### src/rtl/pilha_parametrizada.sv
// Parametrised LIFO stack: push/pop strobes, UC/ULA source select, replace-top,
// synchronous flush and sticky overflow/underflow flags.
module pilha_parametrizada #(
  parameter int WIDTH = 8,
  parameter int DEPTH = 16
) (
  input  logic                         clk,
  input  logic                         rst,
  input  logic                         push,
  input  logic                         pop,
  input  logic                         sel_src,
  input  logic [WIDTH-1:0]             din_UC,
  input  logic [WIDTH-1:0]             din_ULA,
  input  logic                         flush,
  output logic [WIDTH-1:0]             dout,
  output logic                         dout_valid,
  output logic [WIDTH-1:0]             top,
  output logic [$clog2(DEPTH+1)-1:0]   tos,
  output logic                         full,
  output logic                         empty,
  output logic                         overflow,
  output logic                         underflow
);

  localparam int PW = $clog2(DEPTH+1);
  localparam int AW = $clog2(DEPTH);
  localparam logic [PW-1:0] DEPTH_P = PW'(DEPTH);

  logic [WIDTH-1:0] mem [DEPTH];
  logic [WIDTH-1:0] src;
  logic [PW-1:0]    tos_m1;
  logic [AW-1:0]    top_idx;
  logic [AW-1:0]    wr_idx;
  logic             replace;
  logic             wr_en;

  assign src     = sel_src ? din_ULA : din_UC;
  assign full    = (tos == DEPTH_P);
  assign empty   = (tos == '0);
  assign tos_m1  = tos - 1'b1;
  assign top_idx = tos_m1[AW-1:0];
  assign top     = empty ? '0 : mem[top_idx];

  // Push+pop on a non-empty stack overwrites the current top instead of growing.
  assign replace = push && pop && !empty;
  assign wr_en   = !flush && push && (replace || !full);
  assign wr_idx  = replace ? top_idx : tos[AW-1:0];

  always_ff @(posedge clk) begin
    if (wr_en) begin
      mem[wr_idx] <= src;
    end
  end

  always_ff @(posedge clk or negedge rst) begin
    if (!rst) begin
      tos        <= '0;
      dout       <= '0;
      dout_valid <= 1'b0;
      overflow   <= 1'b0;
      underflow  <= 1'b0;
    end else if (flush) begin
      tos        <= '0;
      dout_valid <= 1'b0;
      overflow   <= 1'b0;
      underflow  <= 1'b0;
    end else begin
      dout_valid <= 1'b0;
      if (replace) begin
        dout       <= mem[top_idx];
        dout_valid <= 1'b1;
      end else if (push) begin
        // Also covers push+pop on an empty stack, which must not flag underflow.
        if (full) begin
          overflow <= 1'b1;
        end else begin
          tos <= tos + 1'b1;
        end
      end else if (pop) begin
        if (empty) begin
          underflow <= 1'b1;
        end else begin
          dout       <= mem[top_idx];
          dout_valid <= 1'b1;
          tos        <= tos_m1;
        end
      end
    end
  end

endmodule
### config.mk
export PLATFORM = sky130hd
export DESIGN_NAME = pilha_parametrizada
export DESIGN_NICKNAME = d
export VERILOG_FILES = /design/src/rtl/pilha_parametrizada.sv
export SDC_FILE = /design/constraint.sdc
export NUM_CORES = 1
export LEC_CHECK = 0
export BUFFER_PORTS_ARGS = -buffer_cell sky130_fd_sc_hd__buf_4
export CORE_ASPECT_RATIO = 1.5
export CORE_MARGIN = 5
export CORE_UTILIZATION = 45
export DETAILED_ROUTE_END_ITERATION = 10
export GPL_ROUTABILITY_DRIVEN = 0
export PLACE_DENSITY = 0.67
export SLEW_MARGIN = 10
export SYNTH_ARGS = -nofsm -noshare
export SYNTH_HDL_FRONTEND = slang
export SYNTH_SLANG_ARGS = --single-unit
### constraint.sdc
create_clock -name clk -period 4.3 [get_ports clk]
set_clock_uncertainty 0.05 [all_clocks]
set_input_delay 0.645 -clock clk [delete_from_list [all_inputs] [get_ports clk]]
set_output_delay 0.645 -clock clk [all_outputs]
set_load 0.005 [all_outputs]
==> results.md <==
- Status: complete, no violations
- Synth Area in Simple Gates: roughly 4.6%
- #FFs+latches synth: 144
- DRT Pass-1 Iters: 4
- Final ANT Viol Nets: 0
- DRC: 0
- I/O pin total: 48
- Port-buffer cells: 47
- Internal: roughly 3.7 mW
- Post-route setup TNS: 0 ns
- Clock Latency Late Sink: approximately 0.42 ns
- Layout Nets: between 400 and 500
- Starting DRT DRC Count: approximately 260
- Post-DP HPWL: ~8500 µm
- Total die area: 0.0162 mm²
- Final Hold Fails: 0
- Power share of the sequential group: 31.8%
- Final setup viols: 0
- CTS sink count: roughly 140
- Synth Area in XOR/XNOR: less than 1%
- Vias per cell: just under 6
- Setup bufs post-CTS: 0
- PD cells: between 700 and 800 mW/mm²
- Worst vdd ir: approximately 320 µV
- Critical Path End Type: primary output
- Die height: between 150 and 200 µm
- Min Tclk post-route: roughly 3.9 ns
- CTS Hold Bufs: 0
- Syn Nets: 370
- Final-report max-slew violation count: 0
- RSZ-0062 raised after global routing: no
- Slowest cell on crit path: ha_2
- Multiplexer share of the synthesized area: approximately a fifth
- Worst Max-Slew Pin Slew: approximately 0.87 ns
- Most Frequent Cell on Critical Path: buf_4
- Maxcap violations: 0
- CP cell instances: inv_1 > ha_2 > buf_4 > mux4_2 > mux2i_1 > mux2_2 > nor2_1 > buf_4
- Max transition margin: 41.6%
- Static Leak: between 2 and 3 nW
- Main combinational cell family by area after synthesis: multiplexers
- Via total after detailed routing: roughly 3300
- Final wirelength: approximately 13000 µm
- CTS tree: done
- Global-route usage over all layers: 17.1%
- Min Hold Slack: approximately 0.026 ns
- Clk slew on worst S/H paths: around 0.06 ns
- Longest Clk Path Bufs: 2
- Share of total power in the clock network: between 20 and 30%
- Synthesized area: just over 0.006 mm²
- H-tree levels: 4
- Fmax: 258 MHz
- Distinct cell type count after synthesis: 39
- Period utilisation layout: between 90% and 100%
- Area Growth Syn to Fin: 18.5%
- Seq/Total Area, Yosys: just under 70%
- Die X: between 100 and 150 µm
- CTS buffer count: 17
- Hold WC Path Type: input port to asynchronous set/reset pin
- Antenna Cells: 0
- Multi-input logic area: between 0.0015 and 0.002 mm²
- Comb power frac: 39.8%
- Row count: 52
- Critical path type: flop to primary output
- Post-CTS resize count: 0
- Required time of the critical path: around 3.6 ns
- Synth Area in Compound Gates: roughly 4%
- Post-synthesis adder-cell area fraction: less than 1%
- Sw power: 1.80 mW
- Largest net degree at the start of global routing: 45
- Ys Warns: 0
- Crit path launch type: flop
- Critical Path Max Stage Delay: ~0.66 ns
- Share of cells above drive strength 1: 36.7%
- Syn Inst Count: ~350
- First-pass GRT wire length: 20400 µm
- Grt total ovfl: 0
- Root buffer cell: clkbuf_16
- Drt wl/cell: around 22 µm
- Initial core utilization: 45.7%
- Sw Share: between 30% and 40%
- Reg area: about 0.0042 mm²
- Data arrival, critical path: about 3.2 ns
- Core region area: 0.0135 mm²
- FILL cells: about 1100
- Vias in the first global route: 3447
- Initial antenna violation count: 0
- Syn Area/Cell: approximately 18 µm²
- Crit path max fanout: 19
-- power groups by stage --
stage | clock, mW | combinational, mW | sequential, mW
after floorplan | 0 | 1.48 | 1.75
after global placement | 0 | 2.16 | 1.76
after detailed placement | 0 | 2.19 | 1.77
after CTS | 1.58 | 2.20 | 1.74
after global routing | 1.65 | 2.36 | 1.75
final | 1.56 | 2.17 | 1.74
-- registers in the layout, summed over array words and instances, names as in the netlist --
name	cells
dout_valid	1
dout	8
tos	5
mem	128
overflow	1
underflow	1
-- per-layer routing --
| metal | vias to the layer above | routed length, µm | global-route usage (%) | part of all wire, % |
|---|---|---|---|---|
| met3 | 17 | 595 | 4.15 | 4.7 |
| li1 | 1482 | - | - | - |
| met4 | 0 | 269 | 7.10 | 2.1 |
| met5 | - | 0 | 0 | 0 |
| met2 | 117 | 6630 | 28.7 | 52 |
| met1 | 1706 | 5250 | 21.1 | 41 |
-- final cells by class --
class	instances	share of cell area [%]
clock buffers	17	5.80
clock inverters	15	2.78
inverters	15	0.836
multi-input cells	166	24.4
flip-flops and latches	144	57.9
well taps	162	2.76
repair buffers	54	5.53
-- worst max-delay path, delay by kind of cell (launching register included) --
| family | cells | cell delay (ns) |
|---|---|---|
| fa+ha+maj | 1 | 0.66 |
| flops | 1 | 0.57 |
| simple gates | 1 | 0.05 |
| mux | 3 | 0.88 |
| buf+inv | 3 | 0.60 |
-- cells in the mapped netlist, drive strengths merged --
library cell / instances / area, µm²
mux4: 32 / 721
or4b: 1 / 10.0
buf: 14 / 90.1
or4: 4 / 30.0
nor3: 7 / 35.0
nor3b: 1 / 12.5
nand2: 2 / 10.0
dfrtp: 16 / 400
a211oi: 7 / 82.6
nand4: 1 / 6.26
clkinv: 1 / 8.76
clkbuf: 6 / 22.5
edfxtp: 128 / 3840
or3: 2 / 12.5
and2: 3 / 18.8
xor2: 3 / 45.1
ha: 3 / 37.5
nor4: 3 / 18.8
inv: 14 / 52.6
a31oi: 3 / 18.8
and3: 2 / 12.5
o41a: 1 / 11.3
mux2i: 26 / 260
o21a: 1 / 7.51
mux2: 16 / 180
and4: 3 / 26.3
o211a: 1 / 10.0
a21oi: 10 / 50.1
nor2: 24 / 90.1
o31ai: 4 / 35.0
o21ai: 6 / 30.0
-- path summary, 6_finish.rpt --
path	startpoint	to	slack, ns	depth (start not counted)
min in group clk	flush	tos[2]	0.41	2
max in group asynchronous	rst	tos[0]	3.97	1
min reg2reg	overflow	overflow	0.45	2
min	rst	dout[5]	0.03	1
max	tos[1]	top[4]	0.42	8
max reg2reg	tos[1]	mem[6][7]	1.01	7
-- cells in the final DEF, fill, tap and decap left out, types with 3 or more instances in the layout --
cell	count
edfxtp_1	128
o21ai_1	4
nor3_1	4
a31oi_1	3
nor4_1	3
mux2i_1	26
and2_1	3
inv_1	13
mux4_2	32
o31ai_1	3
clkbuf_16	17
nor2_1	24
buf_4	54
mux2_2	16
dfrtp_1	15
a211oi_2	6
or4_1	4
inv_6	5
clkinv_2	3
and4_1	3
nor3_2	3
clkinv_4	3
bufinv_16	4
a21oi_1	10
-- cells by family after synthesis --
| kind of cell | Yosys count |
|---|---|
| buffers and inverters | 35 |
| XOR/XNOR | 3 |
| AND/OR/NAND/NOR | 53 |
| adder cells (fa/ha/maj) | 3 |
| multiplexers | 74 |
| flip-flops | 144 |
| AO/OA/AOI/OAI | 33 |
-- per-stage QoR --
step	total power [mW]	cell area (µm²)	instances	setup WS (ns)	util, %
finish	5.47	7330	573	0.419	54.2
global route	5.76	7330	573	0.188	54.2
CTS	5.52	7320	573	0.125	54.1
detailed placement	3.95	6690	541	0.482	49.4
global placement	3.91	6690	541	0.664	49.4
floorplan	3.23	6190	345	1.22	-
No activity file was read; power rests on OpenSTA's default activity.
